### config.mk
export PLATFORM = sky130hd
export DESIGN_NAME = key_search_scheduler
export DESIGN_NICKNAME = d
export VERILOG_FILES = /design/src/rtl/keysched_pkg.sv /design/src/rtl/keysched_slot.sv /design/src/rtl/key_search_scheduler.sv
export SDC_FILE = /design/constraint.sdc
export NUM_CORES = 1
export LEC_CHECK = 0
export BUFFER_PORTS_ARGS = -buffer_cell sky130_fd_sc_hd__buf_2
export CAP_MARGIN = 20
export CORE_ASPECT_RATIO = 0.8
export CORE_UTILIZATION = 45
export DETAILED_ROUTE_END_ITERATION = 10
export GPL_ROUTABILITY_DRIVEN = 0
export PLACE_DENSITY_LB_ADDON = 0.08
export RECOVER_POWER = 25
export SYNTH_ARGS = -nofsm -noshare
export SYNTH_HDL_FRONTEND = slang
export SYNTH_SLANG_ARGS = --single-unit
### constraint.sdc
create_clock -name clk -period 3.2 [get_ports clk]
set_input_delay 0.32 -clock clk [delete_from_list [all_inputs] [get_ports clk]]
set_output_delay 0.32 -clock clk [all_outputs]
set_load 0.02 [all_outputs]
### src/rtl/keysched_pkg.sv
// Shared types for the RC4 key-search scheduler: FSM state encoding,
// default key width and the key typedef.
package keysched_pkg;

  localparam int unsigned KEY_W_DEFAULT = 24;

  typedef logic [KEY_W_DEFAULT-1:0] key_t;

  typedef enum logic [2:0] {
    ST_IDLE,
    ST_RUN,
    ST_FOUND,
    ST_EXHAUSTED,
    ST_TIMEOUT
  } keysched_state_t;

endpackage

### src/rtl/keysched_slot.sv
// One dispatch slot of the key-search scheduler: busy flag, key register,
// start-pulse register and, when KEYSCHED_WATCHDOG_EN is defined, a
// per-attempt cycle counter that raises expire when the budget runs out.
module keysched_slot #(
  parameter int unsigned KEY_W           = 24,
  parameter int unsigned WATCHDOG_CYCLES = 65536
) (
  input  logic             clk,
  input  logic             reset_n,
  input  logic             clear,
  input  logic             load,
  input  logic [KEY_W-1:0] load_key,
  input  logic             done,
  output logic             busy,
  output logic             start,
  output logic [KEY_W-1:0] key,
  output logic             expire
);

  // Slot ownership, key hold and start pulse; a load wins over clear/done.
  always_ff @(posedge clk or negedge reset_n) begin
    if (!reset_n) begin
      busy  <= 1'b0;
      start <= 1'b0;
      key   <= '0;
    end else begin
      start <= load;
      if (load) begin
        busy <= 1'b1;
        key  <= load_key;
      end else if (clear || done) begin
        busy <= 1'b0;
      end
    end
  end

`ifdef KEYSCHED_WATCHDOG_EN
  localparam int unsigned CW = (WATCHDOG_CYCLES > 1) ? $clog2(WATCHDOG_CYCLES) : 1;

  logic [CW-1:0] wd_cnt;

  // Counts busy cycles since the start pulse; saturates at the last budget cycle.
  always_ff @(posedge clk or negedge reset_n) begin
    if (!reset_n) begin
      wd_cnt <= '0;
    end else if (load || clear) begin
      wd_cnt <= '0;
    end else if (busy && (wd_cnt != CW'(WATCHDOG_CYCLES - 1))) begin
      wd_cnt <= wd_cnt + CW'(1);
    end
  end

  // The budget's final cycle expires unless the core answers in that same cycle.
  assign expire = busy && (wd_cnt == CW'(WATCHDOG_CYCLES - 1)) && !done;
`else
  logic unused_wd;
  assign unused_wd = ^WATCHDOG_CYCLES;
  assign expire    = 1'b0;
`endif

endmodule

### src/rtl/key_search_scheduler.sv
// Brute-force RC4 key-search scheduler. Issues keys 0..KEY_LIMIT in order to
// NUM_CORES decrypt cores, latches the first winning key and broadcasts stop,
// or reports exhaustion. Optional per-attempt watchdog: KEYSCHED_WATCHDOG_EN.
module key_search_scheduler
  import keysched_pkg::*;
#(
  parameter int unsigned      NUM_CORES       = 4,
  parameter int unsigned      KEY_W           = KEY_W_DEFAULT,
  parameter logic [KEY_W-1:0] KEY_LIMIT       = 24'h3FFFFF,
  parameter int unsigned      WATCHDOG_CYCLES = 65536
) (
  input  logic                       clk,
  input  logic                       reset_n,
  input  logic                       go,
  output logic [NUM_CORES-1:0]       core_start,
  output logic [NUM_CORES*KEY_W-1:0] core_key,
  input  logic [NUM_CORES-1:0]       core_done,
  input  logic [NUM_CORES-1:0]       core_success,
  output logic                       stop,
  output logic                       busy,
  output logic                       found,
  output logic                       exhausted,
  output logic                       timeout,
  output logic [KEY_W-1:0]           found_key
);

  keysched_state_t state_q, state_d;

  logic [KEY_W:0]         next_key_q, next_key_d;
  logic [NUM_CORES-1:0]   slot_busy, slot_start, slot_expire, slot_load, slot_done;
  logic [NUM_CORES-1:0]   win_vec, free_sel;
  logic [KEY_W-1:0]       slot_key [NUM_CORES];
  logic [KEY_W-1:0]       load_key, win_key, found_key_d;
  logic                   slot_clear, win_hit, free_hit, keys_left, restart;
  logic                   busy_d, stop_d, found_d, exhausted_d, timeout_d;

  assign keys_left = next_key_q <= {1'b0, KEY_LIMIT};
  assign restart   = go && (state_q != ST_RUN);
  // Completions only matter while searching; late pulses after stop are dropped.
  assign slot_done = (state_q == ST_RUN) ? core_done : '0;
  assign win_vec   = slot_done & core_success & slot_busy;

  for (genvar g = 0; g < NUM_CORES; g++) begin : g_slot
    keysched_slot #(
      .KEY_W           (KEY_W),
      .WATCHDOG_CYCLES (WATCHDOG_CYCLES)
    ) u_slot (
      .clk      (clk),
      .reset_n  (reset_n),
      .clear    (slot_clear),
      .load     (slot_load[g]),
      .load_key (load_key),
      .done     (slot_done[g]),
      .busy     (slot_busy[g]),
      .start    (slot_start[g]),
      .key      (slot_key[g]),
      .expire   (slot_expire[g])
    );
    assign core_key[g*KEY_W +: KEY_W] = slot_key[g];
  end

  assign core_start = slot_start;

  // Priority encoders: lowest-index winner and lowest-index free slot.
  always_comb begin
    win_hit  = 1'b0;
    win_key  = '0;
    free_hit = 1'b0;
    free_sel = '0;
    for (int unsigned i = 0; i < NUM_CORES; i++) begin
      if (!win_hit && win_vec[i]) begin
        win_hit = 1'b1;
        win_key = slot_key[i];
      end
      if (!free_hit && !slot_busy[i]) begin
        free_hit    = 1'b1;
        free_sel[i] = 1'b1;
      end
    end
  end

  // State and registered-output update.
  always_ff @(posedge clk or negedge reset_n) begin
    if (!reset_n) begin
      state_q    <= ST_IDLE;
      next_key_q <= '0;
      busy       <= 1'b0;
      stop       <= 1'b0;
      found      <= 1'b0;
      exhausted  <= 1'b0;
      timeout    <= 1'b0;
      found_key  <= '0;
    end else begin
      state_q    <= state_d;
      next_key_q <= next_key_d;
      busy       <= busy_d;
      stop       <= stop_d;
      found      <= found_d;
      exhausted  <= exhausted_d;
      timeout    <= timeout_d;
      found_key  <= found_key_d;
    end
  end

  // Next-state: success beats watchdog, which beats exhaustion.
  always_comb begin
    state_d = state_q;
    case (state_q)
      ST_RUN: begin
        if (win_hit)                                 state_d = ST_FOUND;
        else if (|slot_expire)                       state_d = ST_TIMEOUT;
        else if (!keys_left && (slot_busy == '0))    state_d = ST_EXHAUSTED;
      end
      default: begin
        if (go) state_d = ST_RUN;
      end
    endcase
  end

  // Dispatch, key counter and result latch; a restart issues key 0 to slot 0
  // in the same cycle it clears everything else.
  always_comb begin
    slot_clear  = restart;
    slot_load   = '0;
    load_key    = next_key_q[KEY_W-1:0];
    next_key_d  = next_key_q;
    found_key_d = found_key;
    if (restart) begin
      slot_load   = NUM_CORES'(1);
      load_key    = '0;
      next_key_d  = (KEY_W+1)'(1);
      found_key_d = '0;
    end else if (state_q == ST_RUN) begin
      if ((state_d == ST_RUN) && keys_left && free_hit) begin
        slot_load  = free_sel;
        next_key_d = next_key_q + (KEY_W+1)'(1);
      end
      if (win_hit) found_key_d = win_key;
    end
    busy_d      = (state_d == ST_RUN);
    stop_d      = (state_d == ST_FOUND) || (state_d == ST_TIMEOUT);
    found_d     = (state_d == ST_FOUND);
    exhausted_d = (state_d == ST_EXHAUSTED);
    timeout_d   = (state_d == ST_TIMEOUT);
  end

endmodule
# Word level (Yosys, flattened, before mapping)
# Index checks and enable logic that the tools add are counted.
# Widths: inputs -> output; s select.
[word_totals] register_bits=161 latch_bits=0 ram_bits=0 romBits=0 inputBits=11 out_inout_bits=129 n_memories=0
[op_classes] addsub=1 mul=0 div_mod_pow=0 n_lt_le_gt_ge=1 eq_ne=6 shift=0 muxes=38 n_bitwise=2 n_reduce_logical=34
[op_table] op="$mux 24" n=8
[op_table] op="$mux 25" n=3
[op_table] op="$add 25x1->25 const B" n=1
[op_table] op="$le 25x22->1 const B" n=1
[op_table] op="$mux 1" n=19
[op_table] op="$mux 4" n=4
[op_table] op="$reduce_bool 2->1" n=7
[op_table] op="$mux 3" n=4
[op_table] op="$logic_and 1x1->1" n=10
[op_table] op="$logic_not 1->1" n=9
[op_table] op="$and 4x4->4" n=2
[op_table] op="$eq 3x1->1 const B" n=2
[op_table] op="$eq 3x2->1 const B" n=2
[op_table] op="$logic_or 1x1->1" n=5
[op_table] op="$logic_not 4->1" n=1
[op_table] op="$reduce_and 2->1" n=2
[op_table] op="$eq 3x3->1 const B" n=1
[op_table] op="$ne 3x1->1 const B" n=1

# Logic depth before layout (Yosys ltp)
[logic_depth] ltp_word=23 mapped_depth=9

# Modules after synthesis
# Synthesis repeated with hierarchy kept, for this count alone.
[unflattened] hier_cells=611 area_unflattened_um2=7723.7
[by_module_without_submodules] module="keysched_slot" instances=4 cells_per_inst=57 area_each_um2=1066.0
[by_module_without_submodules] module="key_search_scheduler" instances=1 cells_per_inst=383 area_each_um2=3459.6

# Worst setup path before layout
# No wires, ideal clock.
[synth_timing] path_kind="flip-flop to flip-flop" startpoint="register next_key_q[0]" endpoint="register g_slot[2].u_slot.key[10]" setup_ps=125 arrival_ps=2248 required_time_ps=3075 slack_ps=827 path_stages_with_launch=9 n_path_buf=3 period_less_slack_ps=2373 path_cell_list="dfrtp_1 ha_1 clkbuf_1 or4_4 nor2_4 or4_1 buf_6 buf_6 mux2_4"
[synth_via] elab_chain_len=12
[synth_rtl] element="start: declaration" line_no="key_search_scheduler.sv:29" rtl="logic [KEY_W:0] next_key_q, next_key_d;"
[synth_rtl] element="start signal: assignment" line_no="key_search_scheduler.sv:95" rtl="next_key_q <= next_key_d;"
[synth_rtl] element="$le 25x22->1 (*)" line_no="key_search_scheduler.sv:37" rtl="assign keys_left = next_key_q <= {1'b0, KEY_LIMIT};"
[synth_rtl] element="$logic_not 1->1" line_no="key_search_scheduler.sv:112" rtl="else if (!keys_left && (slot_busy == '0)) state_d = ST_EXHAUSTED;"
[synth_rtl] element="$logic_and 1x1->1" line_no="key_search_scheduler.sv:112"
[synth_rtl] element="$mux 3" line_no="key_search_scheduler.sv:112"
[synth_rtl] element="$mux 3" line_no="key_search_scheduler.sv:110" rtl="if (win_hit) state_d = ST_FOUND;"
[synth_rtl] element="$mux 3" line_no="key_search_scheduler.sv:108" rtl="case (state_q)"
[synth_rtl] element="$eq 3x1->1" line_no="key_search_scheduler.sv:134" rtl="if ((state_d == ST_RUN) && keys_left && free_hit) begin"
[synth_rtl] element="$logic_and 1x1->1 (*) (2 in series)" line_no="key_search_scheduler.sv:134"
[synth_rtl] element="$mux 4 (*)" line_no="key_search_scheduler.sv:134"
[synth_rtl] element="$mux 4 (*)" line_no="key_search_scheduler.sv:133" rtl="end else if (state_q == ST_RUN) begin"
[synth_rtl] element="$mux 4 (*)" line_no="key_search_scheduler.sv:128" rtl="if (restart) begin"
[synth_rtl] element="end signal: assignment" line_no="keysched_slot.sv:30" rtl="key <= load_key;"
[synth_rtl] element="end: declaration" line_no="keysched_slot.sv:16" rtl="output logic [KEY_W-1:0] key,"
# Mark *: on every way between the ends. The rest lies on a longest branch, timed or not.
# A chain may end at the register's enable or synchronous reset.

# Worst setup path in the final report
[layout_timing] startpoint="register state_q[0]" endpoint="register g_slot[2].u_slot.key[0]"
[layout_via] elab_chain_len=22 word_cells_on_any_way=27 cone_classes="eq/ne: 3; mux: 13; bitwise: 2; reduce/logical: 9"
[layout_rtl] element="start: declaration" line_no="key_search_scheduler.sv:27" rtl="keysched_state_t state_q, state_d;"
[layout_rtl] element="start signal: assignment" line_no="key_search_scheduler.sv:94" rtl="state_q <= state_d;"
[layout_rtl] element="$eq 3x1->1" line_no="key_search_scheduler.sv:40, key_search_scheduler.sv:108, key_search_scheduler.sv:133"
[layout_rtl] element="$mux 4" line_no="key_search_scheduler.sv:40" rtl="assign slot_done = (state_q == ST_RUN) ? core_done : '0;"
[layout_rtl] element="$and 4x4->4 (2 in series)" line_no="key_search_scheduler.sv:41" rtl="assign win_vec = slot_done & core_success & slot_busy;"
[layout_rtl] element="$mux 1" line_no="key_search_scheduler.sv:71" rtl="if (!win_hit && win_vec[i]) begin"
[layout_rtl] element="$logic_not 1->1" line_no="key_search_scheduler.sv:71"
[layout_rtl] element="$logic_and 1x1->1" line_no="key_search_scheduler.sv:71"
[layout_rtl] element="$mux 1" line_no="key_search_scheduler.sv:71"
[layout_rtl] element="$logic_not 1->1" line_no="key_search_scheduler.sv:71"
[layout_rtl] element="[4 not listed]"
[layout_rtl] element="$mux 1" line_no="key_search_scheduler.sv:71"
[layout_rtl] element="$mux 3" line_no="key_search_scheduler.sv:110"
[layout_rtl] element="$mux 3" line_no="key_search_scheduler.sv:108"
[layout_rtl] element="$eq 3x1->1" line_no="key_search_scheduler.sv:134"
[layout_rtl] element="$logic_and 1x1->1 (2 in series)" line_no="key_search_scheduler.sv:134"
[layout_rtl] element="$mux 4" line_no="key_search_scheduler.sv:134"
[layout_rtl] element="$mux 4" line_no="key_search_scheduler.sv:133"
[layout_rtl] element="$mux 4" line_no="key_search_scheduler.sv:128"
# Parallel ways exist; a longest one is shown, timed or not.

==> results.tsv <==
metric	value	unit
cts_buffers	17	
hp-class	in -> reg	
whs	0.154	ns
cap_violations	1	
synth_edf_count	0	
rsz0062_at_grt	false	
globalRouteTotalUtil	0.250	
num_vias	5703	
async_flop_share	1.00	
clock_skew	0.00645	ns
p_int	4.56	mW
fmax	366	MHz
netlist_instances	623	
clockBufferDepth	2	
finalNetCount	777	
fp.dieW	144	µm
end_kind	register	
fin_util	0.559	
antenna_left	0	
area_growth	21.7	%
hold_violations	0	
p_total	7.21	mW
synth_ff_type	dfrtp_1	
die-area	0.0167	mm²
post_cts_resized	0	
cts.sinks	161	
drtPass1Iterations	9	
antenna_found_initial	0	
design_area	0.00884	mm²
synthTopCellsByCount	dfrtp_1, mux2_2, nor2_1	
slew-limit-headroom	-0.693	
pin_count	140	
p_clk_frac	0.288	
maxSlewViolCount	100	
setup_viol	0	
required	3.50	ns
status	complete, but fails checks	
num_rows	41	
drcViolationCount	2	
initial_core_util	0.460	
port_buffers	139	
finalWirelength	20.0	mm
drive_above_1_share	0.386	
ys_ff_latch	161	
dieHeight	116	µm
drtIter0Drc	397	
path_max_fanout	18	
cts_hold_buf	0	
sequentialPowerShare	0.360	
root_buffer	clkbuf_16	
grt_pass1_wl	30.8	mm
synth_area	0.00727	mm²
ff2ff_setup_slack	0.47	ns
vdd_drop_max	437	µV
p_leak	4.66	nW
worst_slew_pin_slew	2.54	ns
synth_top_area_frac	0.555	
yosysMostFrequentCell	dfrtp_1	
clkTransAtPathRegs	0.06	ns
avgSynthCellArea	11.7	µm²
cp.arrival	3.03	ns
switching_share	0.367	
ys_seq_area_frac	0.555	
fill_cells	1363	
p_sw	2.65	mW
fin_tns_setup	0	ns
period_needed	2.73	ns
synth.area.top_cells	dfrtp_1, mux2_2, mux2_4, a221oi_1, nor2_1	
critPathKind	reg -> reg	
start_kind	register	
diodes	0	
dp_hpwl	13.5	mm
core_area	0.0158	mm²
synth_nets	635	
htreeDepth	4	
cts_tree	yes	
synth_top_area_cell	dfrtp_1	
clk_latency	0.42	ns
synth_cell_types	49	
cts_setup_buffers	0	
pwr-share-comb	0.353	
yosysWarningCount	0	
timing.final.crit_share	0.854	
grt_overflow	0	
routed_via_density	5.74	
powerDensity	816	mW/mm²
dpl-instance-area	0.00824	mm²
wire_per_inst	20.2	µm
grt_max_degree	100	
grt_pass1_vias	5380	
violations	DRC, capacitance limit, slew limit	
per-stage QoR:
stage	cells	worst slack [ns]
floorplan	623	0.827
global placement	961	0.593
detailed placement	961	0.508
CTS	993	0.498
global route	993	0.332
finish	993	0.469
critical path, cell delays in order, from the launching register on:
cell     delay, ns
dfrtp_1       0.38
or3b_1        0.30
or2_2         0.41
nand4_4       0.15
or4_2         0.77
buf_4         0.30
mux2_4        0.31
power by group through the flow:
stage	clock [mW]	combinational, mW	sequential, mW
4_1_cts	2.11	2.55	2.59
2_1_floorplan	0	1.46	2.85
3_5_place_dp	0	2.54	2.62
5_1_grt	2.21	2.75	2.63
6_report	2.08	2.54	2.59
3_3_place_gp	0	2.47	2.60
sequential cells by signal (all words and copies together), names as in the netlist:
name                 count
found_key               24
found                    1
state_q                  3
timeout                  1
next_key_q              25
busy                     1
g_slot.u_slot.start      4
g_slot.u_slot.busy       4
exhausted                1
stop                     1
g_slot.u_slot.key       96
metal layers:
layer / track usage / up-vias / wire (µm)
li1: - / 2574 / -
met1: 0.362 / 2904 / 9530
met2: 0.373 / 209 / 8910
met3: 0.0620 / 16 / 1320
met4: 0.0681 / 0 / 274
met5: 0 / - / 0
cell type report:
class	count	area [µm²]	area share
flip-flops and latches	161	4030	0.456
clock buffers	24	482	0.0545
multi-input cells	408	2980	0.337
repair buffers	168	920	0.104
inverters	9	33.8	0.00382
well taps	215	269	0.0304
clock inverters	8	128	0.0144
cell families after synthesis:
kind of cell / after synthesis / share of synthesized area
adder cells (fa/ha/maj): 1 / 0.00172
AND/OR/NAND/NOR: 205 / 0.149
AO/OA/AOI/OAI: 112 / 0.112
multiplexers: 90 / 0.146
buffers and inverters: 54 / 0.0370
flip-flops: 161 / 0.555
layout by cell type, fill, tap and decap left out, drive strengths merged, types with 3 or more instances in the layout:
master	count
and2	25
nand4	8
nor2	52
o22ai	24
clkbuf	27
and3	16
o21ai	10
or2	4
a211oi	24
bufinv	3
dfrtp	161
clkinv	3
a31o	11
o31ai	3
or4	6
mux2	78
nand3	19
a221oi	24
buf	165
mux2i	12
a21oi	9
nor4	7
nor3	8
or3	6
nand2	46
inv	9
final timing paths:
path,end,cells past startpoint,start
min,g_slot[0].u_slot.busy,2,core_done[0]
max,g_slot[2].u_slot.key[0],6,state_q[0]
max reg2reg,g_slot[2].u_slot.key[0],6,state_q[0]
max in group asynchronous,found_key[3],2,reset_n
min reg2reg,next_key_q[24],1,next_key_q[24]
min in group asynchronous,g_slot[1].u_slot.key[23],1,reset_n
Note: power is estimated with default switching activity, not from simulation.
